<file path="src/rtl/diff_pkg.sv">
// Shared definitions for the differential decoder: FSM state encoding and
// default widths for the running-sum word and the legal increment.
package diff_pkg;

  localparam int DEF_DATA_W = 8;
  localparam int DEF_INC_W  = 4;

  // EMPTY: no reference sample held; PRIMED: prev register holds a reference.
  typedef enum logic {
    EMPTY  = 1'b0,
    PRIMED = 1'b1
  } state_e;

endpackage

</file>
<file path="src/rtl/diff_decoder_if.sv">
// Stream bus of the differential decoder: running-sum input channel and
// recovered-increment output channel, both valid/ready.
// The slave modport is the decoder's view; master is the surrounding logic.
interface diff_decoder_if import diff_pkg::*; #(
  parameter int DATA_W = DEF_DATA_W
) ();

  logic              in_valid;
  logic              in_ready;
  logic [DATA_W-1:0] in_sum;
  logic              in_first;

  logic              out_valid;
  logic              out_ready;
  logic [DATA_W-1:0] out_delta;
  logic              out_ovf;
  logic [DATA_W-1:0] out_count;

  modport slave (
    input  in_valid, in_sum, in_first, out_ready,
    output in_ready, out_valid, out_delta, out_ovf, out_count
  );

  modport master (
    output in_valid, in_sum, in_first, out_ready,
    input  in_ready, out_valid, out_delta, out_ovf, out_count
  );

endinterface

</file>
<file path="src/rtl/diff_out_reg.sv">
// One-deep valid/ready output register holding the recovered delta and its
// overflow flag, plus a wrapping count of delivered results.
module diff_out_reg import diff_pkg::*; #(
  parameter int DATA_W = DEF_DATA_W
) (
  input  logic              clk,
  input  logic              rst_n,
  input  logic              load_i,
  input  logic [DATA_W-1:0] delta_i,
  input  logic              ovf_i,
  input  logic              ready_i,
  output logic              valid_o,
  output logic [DATA_W-1:0] delta_o,
  output logic              ovf_o,
  output logic [DATA_W-1:0] count_o
);

  logic              valid_q, valid_d;
  logic [DATA_W-1:0] delta_q, delta_d;
  logic              ovf_q,   ovf_d;
  logic [DATA_W-1:0] count_q, count_d;

  // Next-state: a delivered result clears valid, a new load (which may land in
  // the same cycle) sets it again so back-to-back traffic has no bubble.
  always_comb begin
    // NOTE: every variable gets a default first so no path leaves it unassigned
    // (which would infer a latch); blocking '=' is right in combinational code.
    valid_d = valid_q;
    delta_d = delta_q;
    ovf_d   = ovf_q;
    count_d = count_q;
    if (valid_q && ready_i) begin
      valid_d = 1'b0;
      count_d = count_q + DATA_W'(1);
    end
    if (load_i) begin
      valid_d = 1'b1;
      delta_d = delta_i;
      ovf_d   = ovf_i;
    end
  end

  // Output register state.
  always_ff @(posedge clk or negedge rst_n) begin
    // NOTE: the data register is reset too, so out_delta reads 0 after reset
    // instead of stale content; sequential state uses non-blocking '<='.
    if (!rst_n) begin
      valid_q <= 1'b0;
      delta_q <= '0;
      ovf_q   <= 1'b0;
      count_q <= '0;
    end else begin
      valid_q <= valid_d;
      delta_q <= delta_d;
      ovf_q   <= ovf_d;
      count_q <= count_d;
    end
  end

  assign valid_o = valid_q;
  assign delta_o = delta_q;
  assign ovf_o   = ovf_q;
  assign count_o = count_q;

endmodule

</file>
<file path="src/rtl/diff_decoder.sv">
// Differential decoder: recovers per-sample increments from a running-sum
// stream by subtracting the previous sample (or 0 at a frame start).
// Optional feature: define DIFF_DECODER_SAT_EN to clamp out-of-range deltas
// to the largest legal increment; otherwise the raw wrapped difference is kept.
module diff_decoder import diff_pkg::*; #(
  parameter int DATA_W = DEF_DATA_W,
  parameter int INC_W  = DEF_INC_W
) (
  input logic           clk,
  input logic           rst_n,
  diff_decoder_if.slave bus
);

  localparam logic [DATA_W-1:0] MAX_INC = DATA_W'((1 << INC_W) - 1);

  state_e            state_q, state_d;
  logic [DATA_W-1:0] prev_q,  prev_d;
  logic              in_fire;
  logic [DATA_W-1:0] base;
  logic [DATA_W-1:0] raw_delta;
  logic              ovf;
  logic [DATA_W-1:0] delta_res;

  // Accept whenever the output register is free or being drained this cycle.
  assign bus.in_ready = !bus.out_valid || bus.out_ready;
  assign in_fire      = bus.in_valid && bus.in_ready;

  // Subtractor and FSM: frame starts and the EMPTY state decode against 0.
  always_comb begin
    state_d   = state_q;
    prev_d    = prev_q;
    base      = (state_q == EMPTY || bus.in_first) ? '0 : prev_q;
    raw_delta = bus.in_sum - base;
    ovf       = raw_delta > MAX_INC;
`ifdef DIFF_DECODER_SAT_EN
    delta_res = ovf ? MAX_INC : raw_delta;
`else
    delta_res = raw_delta;
`endif
    if (in_fire) begin
      state_d = PRIMED;
      prev_d  = bus.in_sum;
    end
  end

  // Reference state register.
  always_ff @(posedge clk or negedge rst_n) begin
    if (!rst_n) begin
      state_q <= EMPTY;
      prev_q  <= '0;
    end else begin
      state_q <= state_d;
      prev_q  <= prev_d;
    end
  end

  diff_out_reg #(.DATA_W(DATA_W)) u_out_reg (
    .clk     (clk),
    .rst_n   (rst_n),
    .load_i  (in_fire),
    .delta_i (delta_res),
    .ovf_i   (ovf),
    .ready_i (bus.out_ready),
    .valid_o (bus.out_valid),
    .delta_o (bus.out_delta),
    .ovf_o   (bus.out_ovf),
    .count_o (bus.out_count)
  );

endmodule
</file>
<file path="src/flat_wrapper.sv">
// flat-port wrapper written by rule: the top's interface ports become plain ports
module diff_decoder_flat import diff_pkg::*;
#(
  parameter int DATA_W = DEF_DATA_W,
  parameter int INC_W  = DEF_INC_W
)
  (clk, rst_n, bus_in_valid, bus_in_sum, bus_in_first, bus_out_ready, bus_in_ready, bus_out_valid, bus_out_delta, bus_out_ovf, bus_out_count);
  diff_decoder_if #(.DATA_W(DATA_W)) bus_i ();
  input logic clk;
  input logic rst_n;
  input wire logic [$bits(bus_i.in_valid)-1:0] bus_in_valid;
  input wire logic [$bits(bus_i.in_sum)-1:0] bus_in_sum;
  input wire logic [$bits(bus_i.in_first)-1:0] bus_in_first;
  input wire logic [$bits(bus_i.out_ready)-1:0] bus_out_ready;
  output wire logic [$bits(bus_i.in_ready)-1:0] bus_in_ready;
  output wire logic [$bits(bus_i.out_valid)-1:0] bus_out_valid;
  output wire logic [$bits(bus_i.out_delta)-1:0] bus_out_delta;
  output wire logic [$bits(bus_i.out_ovf)-1:0] bus_out_ovf;
  output wire logic [$bits(bus_i.out_count)-1:0] bus_out_count;
  assign bus_i.in_valid = bus_in_valid;
  assign bus_i.in_sum = bus_in_sum;
  assign bus_i.in_first = bus_in_first;
  assign bus_i.out_ready = bus_out_ready;
  assign bus_in_ready = bus_i.in_ready;
  assign bus_out_valid = bus_i.out_valid;
  assign bus_out_delta = bus_i.out_delta;
  assign bus_out_ovf = bus_i.out_ovf;
  assign bus_out_count = bus_i.out_count;
  diff_decoder #(.DATA_W(DATA_W), .INC_W(INC_W)) u_core (.clk(clk), .rst_n(rst_n), .bus(bus_i));
endmodule
</file>
<file path="config.mk">
export PLATFORM = sky130hd
export DESIGN_NAME = diff_decoder_flat
export DESIGN_NICKNAME = d
export VERILOG_FILES = /design/src/rtl/diff_pkg.sv /design/src/rtl/diff_decoder_if.sv /design/src/rtl/diff_out_reg.sv /design/src/rtl/diff_decoder.sv /design/src/flat_wrapper.sv
export SDC_FILE = /design/constraint.sdc
export NUM_CORES = 1
export LEC_CHECK = 0
export CAP_MARGIN = 20
export CELL_PAD_IN_SITES_DETAIL_PLACEMENT = 0
export CELL_PAD_IN_SITES_GLOBAL_PLACEMENT = 1
export CORE_MARGIN = 2
export CORE_UTILIZATION = 35
export CTS_BUF_LIST = sky130_fd_sc_hd__clkbuf_8
export DETAILED_ROUTE_END_ITERATION = 12
export PLACE_DENSITY_LB_ADDON = 0.1
export REMOVE_ABC_BUFFERS = 1
export SETUP_SLACK_MARGIN = 0.1
export SLEW_MARGIN = 20
export SYNTH_ARGS = -nofsm -noshare
export SYNTH_HDL_FRONTEND = slang
export SYNTH_SLANG_ARGS = --single-unit
export TNS_END_PERCENT = 5
</file>
<file path="constraint.sdc">
create_clock -name clk -period 2.8 [get_ports clk]
set_input_delay 0.56 -clock clk [delete_from_list [all_inputs] [get_ports clk]]
set_output_delay 0.56 -clock clk [all_outputs]
set_load 0.05 [all_outputs]
</file>
-- Word-level counts from Yosys, hierarchy flattened
Cells that the tools add are included.
- register bits after elaboration: 27
- bits of input ports: 13
- $add $sub $neg: 2
- order comparisons: 1
- multiplexer cells: 3
- bitwise gates (word level): 1
- reductions and logical operators: 6
- operator list (operator ; number):
    8-bit by 1-bit adder with 8-bit output (second input constant) ; 1
    8-bit by 4-bit > comparator with 1-bit output (second input constant) ; 1
    8-bit 2-to-1 mux ; 1
    8-bit subtractor ; 1
    1-bit logical AND ; 2
    1-bit logical OR ; 2
    1-bit 2-to-1 mux ; 2
    2-bit nonzero test ; 1
    1-bit zero test ; 1
    1-bit NOT ; 1

-- Longest topological paths before layout
- depth after elaboration: 5
- mapped depth: 11
- mapped depth without buffers: 10

-- Hierarchy
Synthesis repeated with hierarchy kept, for this count alone.
- cell total of the unflattened synthesis: 123
- area total of the unflattened synthesis: 1457.6 sq um
- by module, submodules not included (module ; instances ; cells an instance ; area an instance (sq um)):
    diff_decoder ; 1 ; 73 ; 730.7
    diff_out_reg ; 1 ; 50 ; 726.9

-- Worst setup path after synthesis
No wires, ideal clock.
- path kind: in2reg
- from: in bus_in_first
- to: reg u_core.u_out_reg.ovf_q, in the netlist u_core.u_out_reg.ovf_o
- data arrival time: 2.447 ns
- required time: 2.674 ns
- path slack: 0.227 ns
- cell stages on the path: 11
- path buffers: 1
- cell sequence: nor2b_1 > buf_6 > and2_1 > ha_1 > inv_1 > fa_1 > a21o_2 > a21oi_1 > xor2_1 > o211ai_1 > o32a_1
- longest elaborated chain between the ends: 4
- ends and longest elaborated chain (what ; line ; source):
    start: declaration ; flat_wrapper.sv:13 ; input wire logic [$bits(bus_i.in_first)-1:0] bus_in_first;
    1-bit logical OR ; diff_decoder.sv:32 ; base = (state_q == EMPTY || bus.in_first) ? '0 : prev_q;
    8-bit 2-to-1 mux ; diff_decoder.sv:32 ;
    8-bit subtractor ; diff_decoder.sv:33 ; raw_delta = bus.in_sum - base;
    8-bit by 4-bit > comparator with 1-bit output ; diff_decoder.sv:34 ; ovf = raw_delta > MAX_INC;
    end signal: assignment ; diff_out_reg.sv:55 ; ovf_q <= ovf_d;
    end: declaration ; diff_out_reg.sv:20 ; logic ovf_q, ovf_d;
No other way between the ends.
A chain may end at the register's enable or synchronous reset.

-- Worst setup path after layout
- from: in bus_in_sum[0]
- to: reg u_core.u_out_reg.ovf_q, in the netlist u_core.u_out_reg.ovf_o
- longest elaborated chain between the ends: 2
- ends and longest elaborated chain (what ; line ; source):
    start: declaration ; flat_wrapper.sv:12 ; input wire logic [$bits(bus_i.in_sum)-1:0] bus_in_sum;
    8-bit subtractor ; diff_decoder.sv:33 ;
    8-bit by 4-bit > comparator with 1-bit output ; diff_decoder.sv:34 ;
No other way between the ends.

==> impl_metrics.yaml <==
logic_synthesis:
  muxShareOfSynthArea: 0.0884
  synthAdderAreaFrac: 0.113
  synth_top_family_by_area: "adder cells"
  synth_area_per_cell_um2: 11.1
  syn-cell-area_mm2: 0.00140
  seq_area_frac_synth: 0.482
  synth_xor_area_frac: 0.0812
  ys_types: 30
  synth_compound_area_frac: 0.102
  syn_inst: 126
  synth-seq-cells: 27
  yosys.area_share.simple: 0.112
  ys_warn_count: 0
critical_path:
  path_class: "input pin to flip-flop"
  crit_fanout: 3
  worst_path_largest_cell_delay_ns: 0.41
  worstSetupStartpointType: "input pin"
  endpoint_kind: "flip-flop"
  cp_data_arrival_time_ns: 2.63
  path_cells: "clkdlybuf4s50_1 > inv_1 > ha_4 > inv_1 > fa_2 > a21o_2 > a21oi_2 > xor2_1 > o211ai_1 > o32a_1"
  cpMostUsedCell: "inv_1"
  worst_ep_required_time_ns: 2.97
  critical_path.slowest_cell: "clkdlybuf4s50_1"
  critical_path.top_delay_family: "compound AO/OA/AOI/OAI gates"
  crit_buf_inv: 3
  cp.depth: 10
  r2r_cells: 10
global_routing:
  grt_pass1_wl_mm: 4.51
  grt_start_max_net_pins: 28
  antenna_found_initial: 0
  grt_pass1_vias: 1003
  overflow: 0
  track_usage: 0.133
pwr:
  internal_power_uw: 892
  ir_drop_v: 0.000583
  power_frac_seq: 0.361
  p_sw_uw: 664
  power_mw: 1.56
  clkPwrFrac: 0.150
  powerDensity_mw_per_mm2: 822
  p_leak_nw: 0.828
  swShare: 0.427
  pwr-share-comb: 0.489
die:
  fp.dieH_um: 67.3
  io_pins: 32
  die_width_um: 67.3
  dieArea_mm2: 0.00453
  rows: 22
  core-area_mm2: 0.00374
  start_util: 0.374
timing:
  rsz0062_at_grt: "false"
  worstMarginPinSlew_ns: 0.508
  maxSlewViolCount: 0
  final-setup-viol-count: 0
  setup_tns_ns: 0
  clock.fmax_ghz: 0.406
  fin_crit_ns: 2.46
  finClkSkew_ns: 0.00347
  hold_viol_final: 0
  max-slew-margin-rel: 0.660
  period_share: 0.880
  setup_ws_ns: 0.336
place:
  io_buffer_count: 31
  pre_cts_slack_ns: -0.205
  hpwl_mm: 1.96
  gp_congestion: 0.753
clock_tree:
  ctsHoldBuffers: 0
  htree_levels: 1
  numCtsBuffers: 3
  clk_path_buf_depth: 2
  insertion_delay_ns: 0.28
  path_clk_slew_ns: 0.10
  root_buffer: "clkbuf_8"
  tritoncts: "yes"
  cts_sinks: 27
drt:
  wl_per_cell_um: 12.4
  drtIter0Drc: 66
  ant_nets: 0
  drc: 0
  drtPass1Iterations: 3
  vias: 1005
  wl_mm: 2.66
  viasPerCell: 4.67
cells_and_area:
  num_antenna_cells: 0
  mostFrequentLayoutCells: "29 x clkdlybuf4s50_1, 27 x dfrtp_1, 20 x nand2_1"
  drive_gt1_frac: 0.198
  num-fill-cells: 381
  syn2layout_area_growth_pct: 35.1
  final_common_cell: "clkdlybuf4s50_1"
  utilization: 0.506
  final_net_count: 193
flow_run:
  max-cap-violations: 0
status:
  outcome: "finished, final reports clean"
min_path:
  min_path_cells: 1
  hp-class: "flip-flop to flip-flop"
## flip-flops by register name, indices dropped and copies added, names as in the netlist
name,cells
u_core.prev_q,8
u_core.u_out_reg.count_o,8
u_core.u_out_reg.valid_o,1
u_core.state_q,1
u_core.u_out_reg.ovf_o,1
u_core.u_out_reg.delta_o,8
## per-layer routing
layer  vias to the layer above  share of wire  track usage
met1                       469           0.51        0.181
met2                        18           0.44        0.209
met4                         0          0.013       0.0536
li1                        514              -            -
met3                         4          0.039       0.0233
met5                         -              0            0
## kinds of logic after synthesis
family          count (synthesis)
xor+xnor                       13
buf+inv                         6
simple gates                   35
fa+ha+maj                      12
compound gates                 22
mux                            11
flops                          27
## synthesized netlist by cell type, drive strengths merged
| cell type | instances | share of area |
|---|---|---|
| xor2 | 5 | 0.031 |
| nand2 | 20 | 0.054 |
| buf | 2 | 0.012 |
| nor2 | 3 | 0.0080 |
| and3 | 1 | 0.0045 |
| a21o | 2 | 0.012 |
| a211oi | 1 | 0.0089 |
| clkbuf | 1 | 0.0027 |
| o21ai | 7 | 0.025 |
| xnor2 | 8 | 0.050 |
| o32a | 1 | 0.0071 |
| nor2b | 1 | 0.0045 |
| nand3 | 4 | 0.014 |
| dfrtp | 27 | 0.48 |
| a21oi | 7 | 0.028 |
| ha | 11 | 0.098 |
| fa | 1 | 0.014 |
| o21bai | 1 | 0.0054 |
| nor3 | 1 | 0.0036 |
| and2 | 1 | 0.0045 |
| mux2 | 11 | 0.088 |
| o211ai | 1 | 0.0054 |
| nand3b | 1 | 0.0054 |
| nand2b | 3 | 0.013 |
| o31ai | 1 | 0.0054 |
| inv | 3 | 0.0080 |
| o21a | 1 | 0.0054 |
## stage by stage
step           std cells  instance area (um2)  hold slack [ns]
3_5_place_dp         208                 1790            0.450
3_3_place_gp         208                 1790            0.442
6_report             215                 1890            0.480
5_1_grt              215                 1890            0.506
2_1_floorplan        123                 1380            0.264
4_1_cts              214                 1860            0.475
## worst reg2reg max path, stage by stage, from the launching register on
cell      delay [ns]
dfrtp_1         0.36
nor2b_2         0.15
and2_4          0.15
ha_4            0.12
inv_1           0.05
fa_2            0.38
a21o_2          0.21
a21oi_2         0.13
xor2_1          0.19
o211ai_1        0.11
o32a_1          0.33
## timing repair
action,4_1_cts,5_1_grt
setup endpoints to repair,1,3
setup buffers,2,1
gates resized for setup,1,6
pin swaps,1,8
## power groups by stage
stage / sequential [mW] / combinational (mW) / clock (mW)
global placement: 0.566 / 0.737 / 0
CTS: 0.565 / 0.757 / 0.246
finish: 0.562 / 0.761 / 0.233
detailed placement: 0.571 / 0.743 / 0
global route: 0.580 / 0.814 / 0.262
floorplan: 0.848 / 0.206 / 0
## worst paths after layout
path / start / to / slack (ns)
setup / recovery: bus_in_sum[0] / u_core.u_out_reg.ovf_o$_DFFE_PN0P_ / 0.34
hold / removal: u_core.state_q$_DFFE_PN0P_ / u_core.state_q$_DFFE_PN0P_ / 0.48
setup reg to reg: u_core.state_q$_DFFE_PN0P_ / u_core.u_out_reg.ovf_o$_DFFE_PN0P_ / 0.51
hold reg to reg: u_core.state_q$_DFFE_PN0P_ / u_core.state_q$_DFFE_PN0P_ / 0.48
max in group asynchronous: rst_n / u_core.prev_q[4]$_DFFE_PN0P_ / 1.90
min in group asynchronous: rst_n / u_core.u_out_reg.count_o[7]$_DFFE_PN0P_ / 0.64
## final cells by class
type	instances	area, um2	area share
clock inverters	1	8.76	0.00463
clock buffers	3	41.3	0.0218
well taps	48	60.1	0.0317
repair buffers	40	378	0.200
inverters	3	11.3	0.00595
flip-flops and latches	27	676	0.357
multi-input cells	93	718	0.379
Note: power is estimated with default switching activity, not from simulation.
